## config.mk

```make
export PLATFORM = sky130hd
export DESIGN_NAME = riscv_exc_controller
export DESIGN_NICKNAME = d
export VERILOG_FILES = /design/src/rtl/riscv_exc_controller.sv
export SDC_FILE = /design/constraint.sdc
export NUM_CORES = 1
export LEC_CHECK = 0
export ABC_AREA = 1
export ABC_CLOCK_PERIOD_IN_PS = 2500
export BUFFER_PORTS_ARGS = -buffer_cell sky130_fd_sc_hd__buf_4
export CAP_MARGIN = 20
export CELL_PAD_IN_SITES_DETAIL_PLACEMENT = 0
export CELL_PAD_IN_SITES_GLOBAL_PLACEMENT = 1
export CORE_ASPECT_RATIO = 1.4
export CORE_MARGIN = 5
export CORE_UTILIZATION = 26
export DETAILED_ROUTE_END_ITERATION = 10
export PLACE_DENSITY_LB_ADDON = 0.1
export SKIP_CTS_REPAIR_TIMING = 1
export SLEW_MARGIN = 40
export SYNTH_ARGS = -nofsm -noshare
export SYNTH_HDL_FRONTEND = slang
export SYNTH_SLANG_ARGS = --single-unit
```

## constraint.sdc

```tcl
create_clock -name clk -period 2.5 [get_ports clk]
set_clock_uncertainty 0.2 [all_clocks]
set_input_delay 0.5 -clock clk [delete_from_list [all_inputs] [get_ports clk]]
set_output_delay 0.5 -clock clk [all_outputs]
set_load 0.05 [all_outputs]
```

## src/rtl/riscv_exc_controller.sv

```systemverilog
// riscv_exc_controller: prioritises sync exceptions and interrupts into one request/ack handshake and mcause value
module riscv_exc_controller (
  input  logic        clk,
  input  logic        rst,
  input  logic [31:0] irq_i,
  input  logic        irq_enable_i,
  input  logic        lsu_err_i,
  input  logic        illegal_insn_i,
  input  logic        ebrk_insn_i,
  input  logic        ecall_insn_i,
  output logic        req_o,
  input  logic        ack_i,
  output logic [5:0]  trap_cause_o,
  output logic        save_cause_o,
  output logic        is_irq_o
);
  typedef enum logic [1:0] {IDLE, PENDING, SAVE} state_t;
  state_t state_q, state_d;
  logic [5:0] cause_q, cause_d, cand;
  logic [4:0] irq_id;
  logic sync_v, irq_v, cand_v;
  always_comb begin
    irq_id = 5'd0;
    for (int i = 31; i >= 0; i--) irq_id = irq_i[i] ? 5'(i) : irq_id;
  end
  assign sync_v = lsu_err_i | illegal_insn_i | ebrk_insn_i | ecall_insn_i;
  assign irq_v  = irq_enable_i & |irq_i;
  assign cand_v = sync_v | irq_v;
  assign cand   = lsu_err_i      ? 6'h05 :
                  illegal_insn_i ? 6'h02 :
                  ebrk_insn_i    ? 6'h03 :
                  ecall_insn_i   ? 6'h0B : {1'b1, irq_id};
  // a pending interrupt tracks the current winner and withdraws when nothing is left; sync causes stay frozen
  always_comb begin
    state_d = state_q;
    cause_d = cause_q;
    if (state_q == IDLE && cand_v) begin
      state_d = PENDING;
      cause_d = cand;
    end else if (state_q == PENDING) begin
      if (ack_i) state_d = SAVE;
      else if (cause_q[5] && cand_v) cause_d = cand;
      else if (cause_q[5]) state_d = IDLE;
    end else if (state_q == SAVE) state_d = IDLE;
  end
  always_ff @(posedge clk) begin
    if (rst) begin
      state_q <= IDLE;
      cause_q <= 6'h00;
    end else begin
      state_q <= state_d;
      cause_q <= cause_d;
    end
  end
  assign req_o        = state_q == PENDING;
  assign save_cause_o = state_q == SAVE;
  assign is_irq_o     = req_o & cause_q[5];
  assign trap_cause_o = cause_q;
endmodule

```

==> results.toml <==
[synth]
synthArstFlopShare_pct = 0
synth_fa_ha_area_share_pct = 4.41
synth_xor_area_share_pct = 0
syn_nets = 212
yosysUniqueCellTypes = 19
ys_seq_area_share_pct = 18.8
yosys.area_share.simple_pct = 45.3
syn_inst = 169
postSynthAreaPerCell_sq_um = 5.03
synthDominantCellAreaShare_pct = 27.4
ys_seq_elements = 8
ys_warn_count = 0
synth_flop_cell = "dfxtp_1"
synth_compound_area_share_pct = 12.5
synth_commonest_cells = "nand2_1, inv_1, nor2_1"
synth_area_leaders = "nand2_1, dfxtp_1, inv_1"
synth-edff-count = 0
yosys.area.top_type = "nand2_1"
synth_top_family_by_area = "simple AND/OR/NAND/NOR gates"
syn_area_sq_um = 851
yosysMostFrequentCell = "nand2_1"
synthMuxAreaShare_pct = 0

[timing]
drv_slew = 0
fmax_ghz = 0.437
slew_headroom_pct = 79.0
post-route-min-period_ps = 2290
fin_crit_sh_pct = 91.4
setup_viol_count_final = 0
rsz0062_at_grt = "true"
timing_hold_violations_final = 0
setup_ws_ps = 214
fin_tns_setup_ps = 0
worst_slew_pin_slew_ps = 309

[final_layout]
diodes = 0
final_cell_area_sq_um = 1380
area_delta_synth_final_pct = 61.8
nNetsFinal = 272
drive_gt1_share_pct = 30.4
num-fill-cells = 355
fin_cells = 266

[worst_setup_path]
critPathKind = "primary input to register"
crit_fanout = 2
worstPathArrival_ps = 2200
r2r_setup_slack_ps = 500
critPathCaptureType = "register"
critical_path.slowest_cell = "buf_4"
critPathMostFrequentCell = "nand2_1"
critPathLaunchType = "primary input"
cp_data_required_time_ps = 2410
cpPeakStageDelay_ps = 110

[placed_design]
port-buffer-count = 48
post_dp_cell_area_sq_um = 1310
globalplace.congestion = 0.819
dp_hpwl_mm = 2.07
dp.cells = 263
place_ws_ps = -71.9

[detailed_routing]
drt-total-wl_mm = 2.33
drt_iter0_drc = 26
final_antenna_net_count = 0
wire_per_inst_um = 8.74
dr.pass1.iters = 4
dr_total_vias = 1094
viasPerCell = 4.11
drc = 0

[clocking]
clock_latency_ps = 230
root_buffer = "clkbuf_8"
max-clock-path-buffers = 2
cts.clk_slew.worst_paths_ps = 40
cts.sinks = 8
htreeDepth = 1
cts_tree = "built"
numCtsBuffers = 3

[global_route]
grt_pass1_vias = 1045
antenna_found_initial = 0
grt_max_degree = 7
overflow = 0
grtUsageTotal_pct = 10.7
grt_pass1_wl_mm = 3.91

[die]
core_area_sq_um = 3120
die_w_um = 58.3
ioPinCount = 49
design.die.area_sq_um = 4530
die_y_um = 77.7
initial_utilization_pct = 27.2
rows = 24

[flow_run]
maxCapViolCount = 0

[power]
vdd_ir_drop_max_uv = 277
p_leak_nw = 0.804
power-per-cell-area_nw_per_um2 = 356

[status]
outcome = "complete, no violations"

[hold_path]
hp-class = "register to register"
[through the flow]
stage / utilization, % / hold WS [ps] / total power [W]
after floorplan: - / 251 / 0.000248
after global placement: 42.0 / 258 / 0.000336
after detailed placement: 42.0 / 263 / 0.000339
after CTS: 43.3 / 268 / 0.000496
after global routing: 44.1 / 277 / 0.000526
final: 44.1 / 266 / 0.000491
[worst max-delay path, delay by kind of cell]
family / cells / cell delay (ps)
buffers and inverters: 1 / 110
and+or+nand+nor: 33 / 1550
AOI/OAI and AO/OA: 1 / 50
[cells in the final DEF, fill, tap and decap left out]
| master | n |
|---|---|
| dfxtp_1 | 8 |
| inv_2 | 8 |
| clkbuf_8 | 3 |
| inv_1 | 35 |
| nor2_2 | 1 |
| or3b_1 | 1 |
| o21ai_1 | 3 |
| a21oi_2 | 1 |
| nand2_1 | 62 |
| buf_6 | 2 |
| o311ai_1 | 2 |
| nor2_1 | 24 |
| a211oi_1 | 1 |
| a21oi_1 | 8 |
| ha_1 | 3 |
| nor3_1 | 1 |
| buf_4 | 53 |
| o21ai_0 | 2 |
| nand3_1 | 6 |
| o31ai_1 | 1 |
| nor4_4 | 1 |
| nand4_1 | 1 |
[layout make-up]
class                           instances  area [sq um]  area share [%]
Tap cell                               39          48.8            3.55
Timing Repair Buffer                   55           420            30.5
Inverter                               43           161            11.7
Multi-Input combinational cell        118           544            39.5
Clock buffer                            3          41.3            3.00
Sequential cell                         8           160            11.6
[registers in the layout, indices dropped and copies added, names as in the netlist]
name          flops
trap_cause_o      6
state_q           2
[path summary, 6_finish.rpt]
check	end	from	cells after the start
max	trap_cause_o[0]$_SDFFE_PP0P_	irq_i[31]	35
min	trap_cause_o[1]$_SDFFE_PP0P_	trap_cause_o[1]$_SDFFE_PP0P_	2
max reg2reg	trap_cause_o[4]$_SDFFE_PP0P_	state_q[1]$_SDFFE_PP0P_	11
min reg2reg	trap_cause_o[1]$_SDFFE_PP0P_	trap_cause_o[1]$_SDFFE_PP0P_	2
[metal layers]
metal / share of wire [%] / routed length (um) / vias to the layer above / GRT usage (%)
li1: - / - / 620 / -
met1: 41 / 949 / 435 / 11.8
met2: 49 / 1150 / 35 / 18.8
met3: 8.1 / 189 / 4 / 2.82
met4: 1.8 / 42 / 0 / 4.18
met5: 0 / 0 / - / 0
[where the power goes]
part	total (W)	internal [W]	leakage (nW)	switching (W)
sequential	0.000142	0.000137	0.0658	0.00000512
combinational	0.000196	0.0000910	0.717	0.000105
clock	0.000153	0.000104	0.0216	0.0000487
[kinds of logic after synthesis]
family / after synthesis
DFF: 8
and+or+nand+nor: 97
AOI/OAI and AO/OA: 18
buffers and inverters: 43
adders and majority gates: 3
(Power assumes the default switching activity.)
